File: src/rtl/mem_arb_pkg.sv
// Shared types for the memory port arbiter: FSM state, requester id and read tag.
package mem_arb_pkg;

  typedef enum logic {
    PRIO_D,
    PRIO_I
  } arb_state_t;

  typedef enum logic {
    PORT_D = 1'b0,
    PORT_I = 1'b1
  } arb_port_t;

  typedef struct packed {
    logic      valid;
    arb_port_t port;
  } rd_tag_t;

endpackage

File: src/rtl/mem_arb_tag_pipe.sv
// MEM_LATENCY-deep shift register of read tags; flush kills fetch-owned entries,
// including the tail being presented this cycle, but never the entry pushed now.
module mem_arb_tag_pipe
  import mem_arb_pkg::*;
#(
  parameter int unsigned DEPTH = 1
) (
  input  logic      clk,
  input  logic      reset,
  input  logic      flush,
  input  logic      push_valid,
  input  arb_port_t push_port,
  output rd_tag_t   tail
);

  rd_tag_t [DEPTH-1:0] pipe_q;
  rd_tag_t [DEPTH-1:0] pipe_d;

  always_comb begin
    pipe_d          = pipe_q;
    pipe_d[0].valid = push_valid;
    pipe_d[0].port  = push_port;
    for (int unsigned k = 1; k < DEPTH; k++) begin
      pipe_d[k] = pipe_q[k-1];
      if (flush && (pipe_q[k-1].port == PORT_I)) begin
        pipe_d[k].valid = 1'b0;
      end
    end
  end

  always_comb begin
    tail = pipe_q[DEPTH-1];
    if (reset || (flush && (pipe_q[DEPTH-1].port == PORT_I))) begin
      tail.valid = 1'b0;
    end
  end

  always_ff @(posedge clk) begin
    if (reset) begin
      pipe_q <= '0;
    end else begin
      pipe_q <= pipe_d;
    end
  end

endmodule

File: src/rtl/mem_port_arbiter.sv
// Single-port memory arbiter: data has priority, fetch forced after STARVE_LIMIT denials.
// Optional MEM_ARB_PERF_CNT_EN adds conflict_cnt / force_cnt outputs.
module mem_port_arbiter
  import mem_arb_pkg::*;
#(
  parameter int unsigned ADDR_W       = 32,
  parameter int unsigned DATA_W       = 32,
  parameter int unsigned MEM_LATENCY  = 1,
  parameter int unsigned STARVE_LIMIT = 3
) (
  input  logic              clk,
  input  logic              reset,
  input  logic              d_req,
  input  logic              d_we,
  input  logic [ADDR_W-1:0] d_addr,
  input  logic [DATA_W-1:0] d_wdata,
  output logic              d_gnt,
  output logic              d_rvalid,
  output logic [DATA_W-1:0] d_rdata,
  input  logic              i_req,
  input  logic [ADDR_W-1:0] i_addr,
  input  logic              i_flush,
  output logic              i_gnt,
  output logic              i_rvalid,
  output logic [DATA_W-1:0] i_rdata,
  output logic              mem_en,
  output logic              mem_we,
  output logic [ADDR_W-1:0] mem_addr,
  output logic [DATA_W-1:0] mem_wdata,
  input  logic [DATA_W-1:0] mem_rdata
`ifdef MEM_ARB_PERF_CNT_EN
  ,
  output logic [31:0]       conflict_cnt,
  output logic [31:0]       force_cnt
`endif
);

  localparam int unsigned      CNT_W   = (STARVE_LIMIT < 2) ? 1 : $clog2(STARVE_LIMIT + 1);
  localparam logic [CNT_W-1:0] CNT_MAX = CNT_W'(STARVE_LIMIT);

  arb_state_t       state_q, state_d;
  logic [CNT_W-1:0] starve_cnt_q, starve_cnt_d;
  rd_tag_t          tail;

  always_comb begin
    d_gnt = 1'b0;
    i_gnt = 1'b0;
    if (!reset) begin
      if (state_q == PRIO_I) begin
        i_gnt = i_req;
        d_gnt = d_req && !i_req;
      end else begin
        d_gnt = d_req;
        i_gnt = i_req && !d_req;
      end
    end
  end

  always_comb begin
    mem_en    = d_gnt || i_gnt;
    mem_we    = d_gnt && d_we;
    mem_addr  = '0;
    mem_wdata = '0;
    if (d_gnt) begin
      mem_addr = d_addr;
      if (d_we) begin
        mem_wdata = d_wdata;
      end
    end else if (i_gnt) begin
      mem_addr = i_addr;
    end
  end

  // Leaving PRIO_I always restarts the count, whether fetch was served or withdrew.
  always_comb begin
    state_d      = state_q;
    starve_cnt_d = starve_cnt_q;
    case (state_q)
      PRIO_D: begin
        if (i_gnt || !i_req) begin
          starve_cnt_d = '0;
        end else begin
          if (starve_cnt_q != CNT_MAX) begin
            starve_cnt_d = starve_cnt_q + 1'b1;
          end
          if ((STARVE_LIMIT > 0) && (starve_cnt_d == CNT_MAX)) begin
            state_d = PRIO_I;
          end
        end
      end
      PRIO_I: begin
        state_d      = PRIO_D;
        starve_cnt_d = '0;
      end
      default: begin
        state_d      = PRIO_D;
        starve_cnt_d = '0;
      end
    endcase
  end

  always_ff @(posedge clk) begin
    if (reset) begin
      state_q      <= PRIO_D;
      starve_cnt_q <= '0;
    end else begin
      state_q      <= state_d;
      starve_cnt_q <= starve_cnt_d;
    end
  end

  mem_arb_tag_pipe #(
    .DEPTH(MEM_LATENCY)
  ) u_tag_pipe (
    .clk       (clk),
    .reset     (reset),
    .flush     (i_flush),
    .push_valid(mem_en && !mem_we),
    .push_port (i_gnt ? PORT_I : PORT_D),
    .tail      (tail)
  );

  assign d_rvalid = tail.valid && (tail.port == PORT_D);
  assign i_rvalid = tail.valid && (tail.port == PORT_I);
  assign d_rdata  = mem_rdata;
  assign i_rdata  = mem_rdata;

`ifdef MEM_ARB_PERF_CNT_EN
  logic [31:0] conflict_cnt_q, conflict_cnt_d;
  logic [31:0] force_cnt_q, force_cnt_d;

  always_comb begin
    conflict_cnt_d = conflict_cnt_q + {31'd0, d_req && i_req};
    force_cnt_d    = force_cnt_q + {31'd0, i_gnt && (state_q == PRIO_I)};
  end

  always_ff @(posedge clk) begin
    if (reset) begin
      conflict_cnt_q <= '0;
      force_cnt_q    <= '0;
    end else begin
      conflict_cnt_q <= conflict_cnt_d;
      force_cnt_q    <= force_cnt_d;
    end
  end

  assign conflict_cnt = conflict_cnt_q;
  assign force_cnt    = force_cnt_q;
`endif

endmodule
File: config.mk
export PLATFORM = sky130hd
export DESIGN_NAME = mem_port_arbiter
export DESIGN_NICKNAME = d
export VERILOG_FILES = /design/src/rtl/mem_arb_pkg.sv /design/src/rtl/mem_arb_tag_pipe.sv /design/src/rtl/mem_port_arbiter.sv
export SDC_FILE = /design/constraint.sdc
export NUM_CORES = 1
export LEC_CHECK = 0
export BUFFER_PORTS_ARGS = -buffer_cell sky130_fd_sc_hd__buf_2
export CAP_MARGIN = 15
export CORE_AREA = 2 2 103 105
export CTS_CLUSTER_DIAMETER = 200
export DETAILED_ROUTE_END_ITERATION = 6
export DIE_AREA = 0 0 105 107
export GPL_TIMING_DRIVEN = 0
export SLEW_MARGIN = 20
export SYNTH_ARGS = -nofsm -noshare
export SYNTH_HDL_FRONTEND = slang
export SYNTH_SLANG_ARGS = --single-unit
File: constraint.sdc
create_clock -name clk -period 1.8 [get_ports clk]
set_clock_uncertainty 0.15 [all_clocks]
set_input_delay 0.36 -clock clk [delete_from_list [all_inputs] [get_ports clk]]
set_output_delay 0.36 -clock clk [all_outputs]
set_load 0.01 [all_outputs]
==> impl_metrics.yaml <==
synth:
  synth_edf_count: 0
  yosys-top-cells-area: "buf_4 34%, a32oi_1 20%, and2_1 14%"
  synthCells: 203
  synthesis.area_sq_um: 1419
  synth_top_cell_area_share_pct: 33.86
  synthDistinctLibCells: 20
  yosys_warnings: 0
  synth_top_flop_cell: "dfxtp_1"
  synth_largest_area_cell: "buf_4"
  synth.most_common_cell: "buf_4"
  ys_ff_latch: 5
  synthArstFlopShare_pct: 0
  synth_seq_area_share_pct: 7.055
  avgSynthCellArea_sq_um: 6.989
  synth_commonest_cells: "64 x buf_4, 36 x nor2_1, 32 x a32oi_1, 32 x and2_1"
  syn_nets: 337
grt:
  antenna_found_initial: 1
  grt_start_max_net_pins: 11
  grt_use_total_pct: 11.56
  grt.overflow.total: 0
  grt_pass1_wl_microns: 10340
  grt_pass1_vias: 2128
floorplan:
  die_area_sq_um: 11240
  io_pins: 268
  rows: 37
  die_y_microns: 107
  die_w_microns: 105
  start_util_pct: 14.06
  core_sq_um: 10090
route:
  wl_per_cell_microns: 12.77
  ant_nets: 0
  via_per_inst: 3.965
  firstDrtPassIters: 4
  drtIter0Drc: 99
  num_vias: 2351
  routed_wl_microns: 7575
  drc: 0
sta:
  slew_viol_final: 0
  tns_ns: -6.843
  whs_ns: 0.2844
  worst_slew_pin_slew_ns: 0.2562
  finalCritPeriodShare_pct: 109.2
  rsz0062_at_grt: "yes"
  finalCriticalPeriod_ns: 1.966
  fin_ws_ns: -0.1660
  slew_headroom_pct: 82.92
  hold_violations: 0
  setup_viol: 67
  fmax_ghz: 0.5086
setup_path:
  crit_path_frequent_cell: "buf_2"
  cp_cell_sequence: "a2111oi_4 > buf_6 > buf_2 > and2_1 > buf_2"
  criticalPathCategory: "flip-flop to output port"
  critical_path.endpoint_type: "output port"
  startpoint_type: "flip-flop"
  crit_fanout: 7
  cp.arrival_ns: 1.46
  cp.required_ns: 1.29
  crit_family: "buffers and inverters"
  cp_num_buf_inv: 3
  cp_slowest_cell: "dfxtp_4"
  cp_slowest_stage_delay_ns: 0.36
flow_run:
  max_cap_viol_count: 0
status:
  status: "finished, violations left"
  violations: "negative setup slack"
clock_tree:
  path_clk_slew_ns: 0.04
  cts_buffers: 3
  clock_latency_ns: 0.22
  cts_max_level: 1
  cts.sinks: 5
  cts_tree: "yes"
  cts_buffer_depth: 2
  clockRootBuffer: "clkbuf_8"
placed_design:
  dpl-instance-area_sq_um: 2765
  port_buffers: 235
  place.gp.congestion: 0.7311
  dpl.hpwl_microns: 6291
min_path:
  worstHoldPathType: "flip-flop to flip-flop"
cells_and_area:
  fin_util_pct: 32.93
  fin_area_sq_um: 3323
  nFillCells: 1097
  diodes: 0
  drive_gt1_share_pct: 80.31
  num-nets-final: 592
  area_delta_synth_final_pct: 134.2
power_and_ir_drop:
  ir_worst_vdd_v: 0.0001433
  p_leak_nw: 1.888
  powerDensity_nw_per_um2: 307.2
[cell families after synthesis]
kind of cell | after synthesis | share of synthesized area (%)
AOI/OAI and AO/OA | 37 | 24.07
buffers and inverters | 85 | 41.53
DFF | 5 | 7.055
and+or+nand+nor | 76 | 27.34
[stage by stage]
stage / cells / total power [mW] / setup WS, ns
6_report: 593 / 1.021 / -0.1660
5_1_grt: 593 / 1.089 / -0.2610
2_1_floorplan: 203 / 0.4322 / 0.05756
3_5_place_dp: 574 / 0.7069 / -0.4973
3_3_place_gp: 574 / 0.7000 / -0.4781
4_1_cts: 592 / 0.9961 / -0.1564
[power by group]
group	total [mW]	leakage (nW)	switching [mW]	internal, mW
clock	0.211	0.0228	0.0591	0.152
sequential	0.115	0.0417	0.00150	0.114
combinational	0.694	1.82	0.297	0.398
[final cells by class]
class                      count  area [sq um]  area share (%)
sequential                     5         103.9           3.125
tap                          136         170.2           5.120
buffer                        81         651.9           19.62
inverter                       3         11.26          0.3389
clock buffer                   4         45.04           1.355
timing repair buffer         251          1469           44.20
multi-input combinational    113         872.1           26.24
[cells in the final DEF, fill, tap and decap left out, types with 3 or more instances in the layout]
master / instances
buf_6: 31
clkbuf_8: 5
a32oi_1: 21
buf_4: 72
a32oi_2: 11
buf_2: 217
nor2_1: 35
dfxtp_1: 4
buf_8: 3
clkbuf_2: 4
and2_1: 18
and2_4: 14
[path summary, 6_finish.rpt]
| kind | from | endpoint | slack (ns) | depth (start not counted) |
|---|---|---|---|---|
| worst max-delay path | state_q | mem_wdata[3] | -0.17 | 5 |
| worst min-delay path | starve_cnt_q[0] | starve_cnt_q[0] | 0.28 | 1 |
| worst max register to register | state_q | u_tag_pipe.pipe_q[1] | 0.42 | 6 |
| worst min register to register | starve_cnt_q[0] | starve_cnt_q[0] | 0.28 | 1 |
[sequential cells by signal, indices dropped and copies added, names as in the netlist]
| signal | cells |
|---|---|
| starve_cnt_q | 2 |
| state_q | 1 |
| u_tag_pipe.pipe_q | 1 |
| u_tag_pipe.tail | 1 |
[per-layer routing]
layer  GRT usage, %  up-vias  wire length [microns]
met1          11.10     1035                   2408
met2          24.81      160                   4336
met4          2.190        0                     61
met3          2.432        6                    768
li1               -     1150                      -
met5              0        -                      0
[what timing repair did]
| item | in CTS | in global routing |
|---|---|---|
| cloned | 3 | 2 |
| pin swaps | 23 | 23 |
| endpoints found under the hold margin | 0 | 0 |
| setup endpoints to repair | 68 | 68 |
| buffers inserted | 11 | 1 |
| resized for setup | 69 | 28 |
| hold buffers | 0 | 0 |
No activity file was read; power rests on OpenSTA's default activity.
